<file path="src/rtl/ram_port_arbiter.sv">
// ram_port_arbiter
//
// Round-robin arbiter that shares port A of the dual-ported,
// negedge-clocked RAM between up to four requesters. Each cycle one
// eligible request is registered onto the RAM port for exactly one
// cycle. Read data returns one cycle later, tagged with a one-hot
// rsp_valid to the requester that issued it. Port B is not touched.
//
// Optional feature: define ARB_LOCK_EN to add the req_lock port. A
// winner that holds req_lock keeps exclusive access until it drops
// req_lock. This supports atomic read-modify-write.
//
// Parameters
//   wordsize  bits per RAM word
//   addrsize  RAM address bits
//   NREQ      number of requesters, legal range 2..4
//
// Ports
//   clock      system clock; all state updates on posedge
//   resetn     asynchronous active-low reset
//   req        per-requester request, held until its gnt bit
//   req_we     per-requester write (1) / read (0)
//   req_addr   flattened addresses, requester i at [i*addrsize +: addrsize]
//   req_wdat   flattened write data, same packing
//   req_lock   per-requester lock request (ARB_LOCK_EN only)
//   gnt        one-hot grant, one-cycle pulse
//   rsp_valid  one-hot read-data-valid pulse, one cycle after the read grant
//   rsp_dat    read data shared by all requesters; holds when rsp_valid=0
//   ram_addr   to addrA
//   ram_wen    to wEnA
//   ram_wdat   to wDatA
//   ram_ren    to rEnA
//   ram_rdat   from rDatA
module ram_port_arbiter #(
   parameter int wordsize = 8,
   parameter int addrsize = 9,
   parameter int NREQ     = 3
) (
   input  logic                     clock,
   input  logic                     resetn,
   input  logic [NREQ-1:0]          req,
   input  logic [NREQ-1:0]          req_we,
   input  logic [NREQ*addrsize-1:0] req_addr,
   input  logic [NREQ*wordsize-1:0] req_wdat,
`ifdef ARB_LOCK_EN
   input  logic [NREQ-1:0]          req_lock,
`endif
   output logic [NREQ-1:0]          gnt,
   output logic [NREQ-1:0]          rsp_valid,
   output logic [wordsize-1:0]      rsp_dat,
   output logic [addrsize-1:0]      ram_addr,
   output logic                     ram_wen,
   output logic [wordsize-1:0]      ram_wdat,
   output logic                     ram_ren,
   input  logic [wordsize-1:0]      ram_rdat
);

   logic [1:0]          ptr_reg;
   logic [1:0]          ptr_next;
   logic [3:0]          elig;
   logic                have_win;
   logic [1:0]          win;
   logic [NREQ-1:0]     win_onehot;
   int                  cand;
   int                  nxt;

   logic [addrsize-1:0] addr_arr [NREQ];
   logic [wordsize-1:0] wdat_arr [NREQ];

   // Unpack the flattened request buses into per-requester arrays.
   genvar gi;
   generate
      for (gi = 0; gi < NREQ; gi++) begin : g_unpack
         assign addr_arr[gi] = req_addr[gi*addrsize +: addrsize];
         assign wdat_arr[gi] = req_wdat[gi*wordsize +: wordsize];
      end
   endgenerate

`ifdef ARB_LOCK_EN
   logic            locked_reg;
   logic [1:0]      owner_reg;
   logic            lock_active;
   logic [NREQ-1:0] owner_mask;

   // The lock is released on the first posedge where the owner's
   // req_lock is low, so arbitration in that cycle is already open.
   always_comb begin
      owner_mask            = '0;
      owner_mask[owner_reg] = 1'b1;
      lock_active           = locked_reg && req_lock[owner_reg];
   end

   always_ff @(posedge clock or negedge resetn) begin
      if (!resetn) begin
         locked_reg <= 1'b0;
         owner_reg  <= '0;
      end else begin
         if (have_win) begin
            locked_reg <= req_lock[win];
            owner_reg  <= win;
         end else begin
            locked_reg <= lock_active;
         end
      end
   end
`endif

   // Masking the requester granted last cycle prevents its still-held
   // request from being issued twice.
   always_comb begin
      elig           = '0;
      elig[NREQ-1:0] = req & ~gnt;
`ifdef ARB_LOCK_EN
      if (lock_active) begin
         elig[NREQ-1:0] = elig[NREQ-1:0] & owner_mask;
      end
`endif
   end

   // Search from ptr upward, modulo NREQ; the first eligible requester wins.
   always_comb begin
      have_win   = 1'b0;
      win        = '0;
      cand       = 0;
      nxt        = 0;
      win_onehot = '0;
      for (int off = 0; off < NREQ; off++) begin
         cand = (int'(ptr_reg) + off) % NREQ;
         if (!have_win && elig[cand]) begin
            have_win = 1'b1;
            win      = 2'(cand);
         end
      end
      if (have_win) begin
         win_onehot[win] = 1'b1;
         nxt             = (int'(win) + 1) % NREQ;
         ptr_next        = 2'(nxt);
      end else begin
         ptr_next        = ptr_reg;
      end
   end

   always_ff @(posedge clock or negedge resetn) begin
      if (!resetn) begin
         ptr_reg   <= '0;
         gnt       <= '0;
         ram_addr  <= '0;
         ram_wdat  <= '0;
         ram_wen   <= 1'b0;
         ram_ren   <= 1'b0;
         rsp_valid <= '0;
         rsp_dat   <= '0;
      end else begin
         ptr_reg <= ptr_next;
         gnt     <= win_onehot;
         if (have_win) begin
            ram_addr <= addr_arr[win];
            ram_wdat <= wdat_arr[win];
            ram_wen  <= req_we[win];
            ram_ren  <= !req_we[win];
         end else begin
            ram_wen  <= 1'b0;
            ram_ren  <= 1'b0;
         end
         // gnt/ram_ren still describe the issue cycle here; the RAM
         // produced ram_rdat at the negedge inside that cycle.
         if (ram_ren) begin
            rsp_valid <= gnt;
            rsp_dat   <= ram_rdat;
         end else begin
            rsp_valid <= '0;
         end
      end
   end

endmodule
</file>
<file path="config.mk">
export PLATFORM = sky130hd
export DESIGN_NAME = ram_port_arbiter
export DESIGN_NICKNAME = d
export VERILOG_FILES = /design/src/rtl/ram_port_arbiter.sv
export SDC_FILE = /design/constraint.sdc
export NUM_CORES = 1
export LEC_CHECK = 0
export CAP_MARGIN = 20
export CORE_MARGIN = 4
export CORE_UTILIZATION = 25
export CTS_CLUSTER_DIAMETER = 120
export CTS_CLUSTER_SIZE = 28
export DETAILED_ROUTE_END_ITERATION = 10
export PLACE_DENSITY_LB_ADDON = 0.12
export REMOVE_ABC_BUFFERS = 1
export SLEW_MARGIN = 25
export SYNTH_ARGS = -nofsm -noshare
export SYNTH_HDL_FRONTEND = slang
export SYNTH_SLANG_ARGS = --single-unit
</file>
<file path="constraint.sdc">
create_clock -name clock -period 3.22 [get_ports clock]
set_input_delay 0.805 -clock clock [delete_from_list [all_inputs] [get_ports clock]]
set_output_delay 0.805 -clock clock [all_outputs]
set_load 0.01 [all_outputs]
</file>
# Yosys cells after proc, flatten, opt, wreduce, memory -nomap -nowiden
# Index checks and enable logic that the tools add are counted.
# totals
regBits,35
wordCells,59
in_bits,67
output_inout_bits,33
# classes
muxes,29
add_sub_neg,3
n_div,4
n_bitwise,3
magnitude_cmp,6
reduce_logical,6
# op_table
op,n
$lt A32 B4 Y1 const B,3
$mod A32 B3 Y32 const B,3
$mod A3 B3 Y32 const B,1
$bmux W9 S2,1
$mux W9,2
$bmux W8 S2,1
$mux W8,2
$mux W1,13
$bmux W1 S2,4
$add A2 B1 Y3 const B,2
$mux W2,3
$mux W3,2
$add A2 B2 Y3 const B,1
$and A3 B3 Y3,1
$ge A3 B3 Y1 const B,1
$logic_and A1 B1 Y1,3
$logic_not A1 Y1,3
$lt A2 B3 Y1 const B,1
$not A2 Y3,1
$not A3 Y3,1
$demux W1 S2,1
$ge A2 B1 Y1 const B,1

# Longest topological paths before layout
# Gate-level depths: netlist (run 1).
# depth
ltp_word,17
mapped_depth,10
ltp_nobuf,7

# Worst setup path before layout (run 1)
# Ideal clock, no wire load.
# synth_timing
path_kind,in2reg
start,input req[1]
end,register ram_wdat[3]
cell_stages,7
t_required_ps,3079
setup_slack_ps,815
arrival_ps,2264
n_path_buf,2
setup_ps,141
cell_sequence,nor4bb_1 -> or4_1 -> buf_2 -> or3_4 -> buf_6 -> nand3_2 -> a31oi_1
# synth_via
elab_chain_len,15
elab_cells_between_ends,24
cone_classes,mux: 18; bitwise: 2; reduce/logical: 4
# synth_rtl
item,line_no,text
from (decl),41,"input logic [NREQ-1:0] req,"
$and A3 B3 Y3 *,112,elig[NREQ-1:0] = req & ~gnt;
$bmux W1 S2,129,if (!have_win && elig[cand]) begin
$mux W1 (implied by the code) (2 in a row),129,
$mux W1,129,
$logic_not A1 Y1,129,
$logic_and A1 B1 Y1,129,
$mux W1,129,
$logic_not A1 Y1,129,
$logic_and A1 B1 Y1,129,
$mux W2,129,
$not A2 Y3 (implied by the code),158,ram_wdat <= wdat_arr[win];
$bmux W8 S2,158,
$mux W8 (implied by the code) (2 in a row),158,
to (signal assigned),158,
to (decl),53,"output logic [wordsize-1:0] ram_wdat,"
# Mark *: on every way between the ends. The rest lies on a longest branch, timed or not. The select of a mux whose other input is x is not followed.
# A chain may end at the register's enable or synchronous reset.

# Worst setup path in the final report (run 1)
# layout_timing
start,input req[1]
end,register ram_wdat[5]
# Same word-level chain as after synthesis.

==> results of run 1 <==
worst max path at each step:
stage	depth (start not counted)	endpoint	slack, ps	start
floorplan	5	ram_ren	220	req[2]
global placement	7	ram_addr[7]	140	req[1]
detailed placement	7	ram_wdat[5]	90	req[1]
CTS	7	ram_wdat[5]	390	req[1]
global route	8	ram_wdat[5]	220	ptr_reg[0]
finish	7	ram_wdat[5]	380	req[1]
metrics by stage:
stage                     instances  setup WS (ps)  utilization  cell area (um^2)
final                           386            383        0.427              3160
after global routing            386            218        0.427              3160
after CTS                       386            390        0.427              3160
after detailed placement        378           89.2        0.415              3070
after global placement          378            140        0.415              3070
after floorplan                 172            218            -              1870
layer usage:
layer | vias to the layer above | routed length, um
met5 | - | 0
li1 | 914 | -
met4 | 0 | 50
met3 | 7 | 616
met1 | 891 | 2710
met2 | 84 | 2860
layout make-up:
cell class	instances	area [um^2]
Timing Repair Buffer	107	1070
Clock inverter	3	20.0
Clock buffer	5	68.8
Sequential cell	35	876
Inverter	9	33.8
Multi-Input combinational cell	128	968
Tap cell	99	124
Fill cell	703	4250
worst reg2reg max path, cell delays in order (launching register included):
cell and delay, ps:
dfrtp_1 380, inv_1 100, ha_1 530, nor4b_1 110, or4_1 660, o32a_1 390
buf_12 220, o22ai_1 160, a31oi_1 60
cell families (layout without fill, tap and decap cells):
group,count (synthesis),count (layout),synth area share
AOI/OAI and AO/OA,70,70,0.248
and+or+nand+nor,45,45,0.170
DFF,35,35,0.449
buffers and inverters,24,124,0.0571
muxes,9,9,0.0513
adders and majority gates,4,4,0.0244
power by group:
group | switching [uW] | internal (uW) | total (uW) | leakage [uW]
clock network | 167 | 151 | 317 | 0.0000402
registers | 150 | 666 | 815 | 0.000419
logic | 970 | 1010 | 1980 | 0.000827
total | 1290 | 1830 | 3110 | 0.00129
cells in the final DEF, fill, tap and decap left out, types with 4 or more instances in the layout:
master,Yosys,routed
a21oi_1,5,5
a221o_1,6,6
a31oi_1,11,11
and2_1,5,5
buf_4,2,6
clkbuf_8,0,5
clkdlybuf4s50_1,0,98
dfrtp_1,35,35
inv_1,9,9
mux2_2,8,8
nand2_1,4,4
nand3_2,10,10
nor2_1,4,4
nor4bb_1,4,4
o21ai_1,12,12
o22ai_1,13,13
o2bb2ai_1,6,6
==> impl_metrics.json, run 1 <==
{
  "finalSetupViolations": 0,
  "p_leak_uw": 0.00129,
  "clockBufferDepth": 2,
  "die-height_um": 96.3,
  "wirelength_um": 6240,
  "yosysSeqAreaShare": 0.449,
  "synth-seq-cells": 35,
  "die_w_um": 96.3,
  "regToRegSetupSlack_ps": 450,
  "grt_use_met3": 0.0571,
  "finalSetupTns_ps": 0,
  "cpPeakStageDelay_ps": 670,
  "diodes": 0,
  "cts_resized": 0,
  "min_path_cells": 1,
  "cts_max_level": 2,
  "gr-total-overflow": 0,
  "synth_area_um2": 1950,
  "vias": 1896,
  "min_to": "rsp_dat[3]",
  "row_count": 31,
  "clkTransAtPathRegs_ps": 70,
  "async_flop_share": 1.00,
  "cp_top_family": "simple AND/OR/NAND/NOR gates",
  "peakVddDrop_uv": 283,
  "clkLatencyLatePin_ps": 290,
  "grt_setup_unrepaired": "false",
  "power.total_uw": 3110,
  "worst_setup_path_start_kind": "primary input",
  "drive_above_1_share": 0.136,
  "crit_type": "primary input to flop",
  "drtIter0Drc": 58,
  "synth_largest_area_cell": "dfrtp_1",
  "period_needed_ps": 2840,
  "path_cells": "clkdlybuf4s50_1 > nor4bb_1 > or4_1 > o32a_1 > buf_12 > o22ai_1 > a31oi_1",
  "antenna_found_initial": 0,
  "cp_slowest_cell": "or4_1",
  "critPathCaptureType": "flop",
  "post_cts_buffers": 0,
  "largest-register": "ram_addr",
  "grt_max_degree": 36,
  "postCtsHoldBufs": 0,
  "area_delta_synth_final_pct": 62.1,
  "yosysTopAreaCellShare": 0.449,
  "cts.sink_count": 35,
  "start_util": 0.263,
  "root_buffer": "clkbuf_8",
  "synth_area_leaders": "dfrtp_1 45%, nand3_2 5.1%, mux2_2 4.6%, o22ai_1 4.2%, a31oi_1 3.5%",
  "slew_headroom": 0.379,
  "dieArea_um2": 9280,
  "viasPerCell": 4.91,
  "ys_warn_count": 0,
  "largest_reg_flops": 9,
  "p_per_area_nw_per_um2": 984,
  "synthFlopType": "dfrtp_1",
  "clock_skew_ps": 11.3,
  "synth_cell_types": 44,
  "drt_pass1_iterations": 4,
  "dp_hpwl_um": 4630,
  "ant_nets": 0,
  "grt_pass1_vias": 1940,
  "slew_viol_final": 0,
  "reg_top3": "ram_addr (9), ram_wdat (8), rsp_dat (8)",
  "hold_viol_final": 0,
  "hold_path.class": "flop to flop",
  "worstMarginPinSlew_ps": 931,
  "busiest_layer": "met2",
  "grt_usage": 0.132,
  "max_freq_mhz": 352,
  "fin_crit_sh": 0.881,
  "coreArea_um2": 7410,
  "hp-start": "rsp_dat[3]",
  "fin_hold_ws_ps": 507,
  "synth_common_cells": "35 x dfrtp_1, 13 x o22ai_1, 12 x o21ai_1",
  "numCtsBuffers": 5,
  "maxCapViolCount": 0,
  "crit_path_max_fanout": 10,
  "r2r_end": "ram_wdat[5]",
  "critical_path_arrival_ps": 2950,
  "yosysMostFrequentCell": "dfrtp_1",
  "wire_per_inst_um": 16.2,
  "syn_area_per_cell_um2": 10.4,
  "reg2reg_depth": 8,
  "gp_congestion": 0.822,
  "grtUsageMet2": 0.212,
  "worst_ep_required_time_ps": 3330,
  "status": "completed",
  "r2r-start": "ptr_reg[0]",
  "route.detailed.drc": 0,
  "cts_tree": "yes",
  "grt_pass1_wl_um": 9420,
  "cp_num_buf_inv": 2,
  "use_met1": 0.162,
  "ios": 100,
  "syn_inst": 187,
  "nets": 356,
  "io_buffer_count": 99,
  "synth_edf_count": 0
}
Power figures use the tool's default switching activity.
==> run 2, diff against run 1 <==
- MAX_ROUTING_LAYER: unset -> met4
==> run 2 against run 1 <==
Via count shrank 1.1%. First-iteration DRC count grew 10%. Critical endpoint unchanged. Critical path type unchanged. Flip-flop and latch count is the same. Clock power is essentially flat. Highest routed layer unchanged. Global-route usage grew 0.37 points. Sequential share of layout area is the same.
==> impl_metrics.json, run 2 (synthesis results as in run 1) <==
{
  "status": "completed",
  "die-height_um": 96.3,
  "worst_ep_required_time_ps": 3330,
  "hold_path.class": "flop to flop",
  "postCtsHoldBufs": 0,
  "largest-register": "ram_addr",
  "root_buffer": "clkbuf_8",
  "final_common_cell": "clkdlybuf4s50_1",
  "period_needed_ps": 2840,
  "vias": 1875,
  "largest_reg_flops": 9,
  "grt_usage": 0.136,
  "slew_viol_final": 0,
  "route.detailed.drc": 0,
  "grt_pass1_wl_um": 9410,
  "die_w_um": 96.3,
  "p_per_area_nw_per_um2": 985,
  "start_util": 0.263,
  "drive_above_1_share": 0.136,
  "post_cts_buffers": 0,
  "regToRegSetupSlack_ps": 440,
  "r2r-start": "ptr_reg[0]",
  "seq_power_share": 0.262,
  "p_leak_uw": 0.00129,
  "ant_nets": 0,
  "slew_headroom": 0.360,
  "reg2reg_depth": 8,
  "drt_pass1_iterations": 4,
  "dieArea_um2": 9280,
  "grt_pass1_vias": 1941,
  "p_comb_frac": 0.636,
  "crit_path_max_fanout": 10,
  "min_path_cells": 1,
  "hp-start": "rsp_dat[3]",
  "gp_congestion": 0.834,
  "cts_resized": 0,
  "clkLatencyLatePin_ps": 290,
  "maxCapViolCount": 0,
  "nets": 356,
  "cts_max_level": 2,
  "layout_common_cells": "98 x clkdlybuf4s50_1, 35 x dfrtp_1, 13 x o22ai_1, 12 x o21ai_1, 11 x a31oi_1",
  "finalSetupViolations": 0,
  "reg_top3": "ram_addr (9), ram_wdat (8), rsp_dat (8)",
  "cts_tree": "yes",
  "critPathCaptureType": "flop",
  "cts.sink_count": 35,
  "drtIter0Drc": 64,
  "row_count": 31,
  "coreArea_um2": 7410,
  "diodes": 0,
  "ios": 100,
  "viasPerCell": 4.86,
  "worst_setup_path_start_kind": "primary input",
  "wire_per_inst_um": 16.1,
  "numCtsBuffers": 5,
  "gr-total-overflow": 0,
  "p_switching_uw": 1290,
  "dp_hpwl_um": 4630,
  "min_to": "rsp_dat[3]",
  "area_delta_synth_final_pct": 62.1,
  "clockBufferDepth": 2,
  "io_buffer_count": 99,
  "clock_skew_ps": 10.3,
  "critical_path_arrival_ps": 2950,
  "peakVddDrop_uv": 284,
  "r2r_end": "ram_wdat[5]",
  "antenna_found_initial": 0,
  "fillers": 703,
  "grt_max_degree": 36,
  "worstMarginPinSlew_ps": 959,
  "fin_hold_ws_ps": 507,
  "wirelength_um": 6220,
  "finalSetupTns_ps": 0,
  "pwr-share-clk": 0.102,
  "clkTransAtPathRegs_ps": 70,
  "crit_type": "primary input to flop",
  "internal_power_uw": 1830,
  "fin_crit_sh": 0.881,
  "grt_setup_unrepaired": "false",
  "max_freq_mhz": 353,
  "hold_viol_final": 0,
  "swShare": 0.414
}
==> run 2: area by class of cell <==
cell class / instances / area [um^2] / area share
Multi-Input combinational cell: 128 / 968 / 0.306
Inverter: 9 / 33.8 / 0.0107
Timing Repair Buffer: 107 / 1070 / 0.339
Sequential cell: 35 / 876 / 0.277
Tap cell: 99 / 124 / 0.0392
Clock inverter: 3 / 20.0 / 0.00633
Clock buffer: 5 / 68.8 / 0.0218
==> run 2: routing by layer <==
| layer | track usage | part of all wire | vias to the layer above |
|---|---|---|---|
| met4 | 0.0362 | 0.0080 | 0 |
| met1 | 0.169 | 0.45 | 874 |
| li1 | - | - | 914 |
| met2 | 0.212 | 0.46 | 80 |
| met3 | 0.0446 | 0.085 | 7 |
| met5 | - | 0 | - |
==> run 2: power by group through the flow <==
stage,combinational (uW),sequential (uW),clock (uW)
detailed placement,2000,818,0
floorplan,990,890,0
finish,1980,816,318
CTS,1990,819,331
global route,2160,844,347
global placement,1980,823,0
==> run 2: through the flow <==
step / utilization / setup WS [ps] / instances / total power (uW) / cell area, um^2
after floorplan: - / 218 / 172 / 1880 / 1870
after global routing: 0.427 / 218 / 386 / 3350 / 3160
after detailed placement: 0.415 / 89.2 / 378 / 2810 / 3070
final: 0.427 / 384 / 386 / 3110 / 3160
after CTS: 0.427 / 390 / 386 / 3140 / 3160
after global placement: 0.415 / 140 / 378 / 2800 / 3070
==> run 2: how the worst max path moves through the flow <==
stage	startpoint	to	slack [ps]	depth (start not counted)
floorplan	req[2]	ram_ren	220	5
global placement	req[1]	ram_addr[7]	140	7
detailed placement	req[1]	ram_wdat[5]	90	7
CTS	req[1]	ram_wdat[5]	390	7
global route	ptr_reg[0]	ram_wdat[5]	220	8
finish	req[1]	ram_wdat[5]	380	7
==> run 2: worst max-delay path, stage by stage <==
cell,delay (ps)
clkdlybuf4s50_1,470
nor4bb_1,170
or4_1,670
o32a_1,390
buf_12,220
o22ai_1,150
a31oi_1,60
==> run 3, diff against run 2 <==
- CORE_UTILIZATION: 25 -> 40
- HOLD_SLACK_MARGIN: unset -> 0.05
- SLEW_MARGIN: 25 -> 15
==> run 3 against run 2 <==
Largest power group unchanged. Clock-buffer cell count increased by 2. Critical path depth unchanged. Critical path type unchanged. Utilization rose by 23 points. Cell count fell by 8.5%. Sequential share of layout area up 0.72 points. Total power down 3.1%.
==> impl_metrics.json, run 3 (synthesis results as in run 1) <==
{
  "status": "completed",
  "root_buffer": "clkbuf_8",
  "viasPerCell": 5.35,
  "ant_nets": 0,
  "power.total_uw": 3020,
  "slew_viol_final": 0,
  "nets": 355,
  "reg2reg_depth": 8,
  "ios": 100,
  "die_w_um": 77.8,
  "worst-path-stages": 7,
  "min_path_cells": 1,
  "crit_path_max_fanout": 9,
  "dieArea_um2": 6060,
  "clock_skew_ps": 2.35,
  "slew_headroom": 0.403,
  "critPathCaptureType": "flop",
  "r2r-start": "ptr_reg[0]",
  "largest_reg_flops": 9,
  "worst_setup_path_start_kind": "primary input",
  "final_common_cell": "clkdlybuf4s50_1",
  "wire_per_inst_um": 15.9,
  "cts_tree": "yes",
  "cts_max_level": 2,
  "gr-total-overflow": 0,
  "postCtsHoldBufs": 0,
  "die-height_um": 77.8,
  "min_to": "rsp_dat[6]",
  "clkLatencyLatePin_ps": 290,
  "clkTransAtPathRegs_ps": 70,
  "io_buffer_count": 99,
  "numCtsBuffers": 5,
  "antenna_found_initial": 0,
  "r2r_end": "ram_addr[1]",
  "diodes": 0,
  "cp_slowest_cell": "or4_1",
  "reg_top3": "ram_addr (9), ram_wdat (8), rsp_dat (8)",
  "grt_setup_unrepaired": "false",
  "clockBufferDepth": 2,
  "area_delta_synth_final_pct": 58.0,
  "cpPeakStageDelay_ps": 680,
  "hold_path.class": "flop to flop",
  "row_count": 25,
  "vias": 1887,
  "regToRegSetupSlack_ps": 420,
  "worstMarginPinSlew_ps": 895,
  "drive_above_1_share": 0.126,
  "critical_path_arrival_ps": 3060,
  "path_cells": "clkdlybuf4s50_1 > nor4bb_1 > or4_1 > nor3_2 > buf_4 > o21ai_1 > a31oi_1",
  "fin_crit_sh": 0.887,
  "finalSetupTns_ps": 0,
  "cp_num_buf_inv": 2,
  "start_util": 0.413,
  "p_per_area_nw_per_um2": 979,
  "largest-register": "ram_addr",
  "maxCapViolCount": 0,
  "p_leak_uw": 0.00127,
  "max_freq_mhz": 350,
  "grt_pass1_wl_um": 8940,
  "grt_usage": 0.193,
  "drtIter0Drc": 132,
  "peakVddDrop_uv": 486,
  "grt_pass1_vias": 1851,
  "post_cts_buffers": 0,
  "period_needed_ps": 2860,
  "gp_congestion": 0.819,
  "drt_pass1_iterations": 4,
  "worst_ep_required_time_ps": 3430,
  "route.detailed.drc": 0,
  "hp-start": "rsp_dat[6]",
  "grt_max_degree": 36,
  "finalSetupViolations": 0,
  "cts_resized": 0,
  "cts.sink_count": 35,
  "cp_top_family": "simple AND/OR/NAND/NOR gates",
  "crit_type": "primary input to flop",
  "hold_viol_final": 0,
  "layout_common_cells": "98 x clkdlybuf4s50_1, 35 x dfrtp_1, 13 x o22ai_1, 12 x o21ai_1, 11 x a31oi_1",
  "coreArea_um2": 4720,
  "dp_hpwl_um": 4270,
  "wirelength_um": 5620
}
[run 3: cell count changes in the layout (fill, tap and decap cells not counted), sizes merged]
cell	delta
buf	-1
clkbuf	+2
clkinvlp	-2
[run 3: layer usage]
layer | GRT usage | vias up | routed length (um)
met5 | - | - | 0
met1 | 0.250 | 897 | 2520
met3 | 0.0568 | 10 | 350
met2 | 0.295 | 68 | 2660
met4 | 0.0534 | 0 | 81
li1 | - | 912 | -
[run 3: cell type report]
| cell class | count | area (um^2) |
|---|---|---|
| Multi-Input combinational cell | 128 | 968 |
| Tap cell | 67 | 83.8 |
| Clock buffer | 7 | 76.3 |
| Sequential cell | 35 | 876 |
| Clock inverter | 1 | 5.00 |
| Timing Repair Buffer | 106 | 1040 |
| Fill cell | 386 | 1640 |
| Inverter | 9 | 33.8 |
[run 3: how the worst max path moves through the flow]
stage,slack [ps],endpoint,startpoint
4_1_cts,400,ram_addr[1],req[1]
2_1_floorplan,220,ram_ren,req[2]
3_5_place_dp,100,ram_addr[1],req[1]
6_report,360,ram_addr[1],req[1]
5_1_grt,220,ram_addr[1],ptr_reg[0]
3_3_place_gp,140,ram_wdat[3],req[1]
[run 3: stage by stage]
| stage | std cells | setup slack [ps] | util | hold slack (ps) | instance area (um^2) |
|---|---|---|---|---|---|
| floorplan | 172 | 218 | - | 502 | 1870 |
| finish | 353 | 364 | 0.652 | 506 | 3080 |
| detailed placement | 345 | 100 | 0.635 | 495 | 3000 |
| global route | 353 | 217 | 0.652 | 537 | 3080 |
| global placement | 345 | 140 | 0.635 | 488 | 3000 |
| CTS | 353 | 399 | 0.652 | 511 | 3080 |
[run 3: power breakdown]
| group | internal, uW | switching [uW] | leakage (uW) |
|---|---|---|---|
| clock network | 152 | 152 | 0.0000422 |
| logic | 966 | 933 | 0.000810 |
| registers | 666 | 149 | 0.000419 |
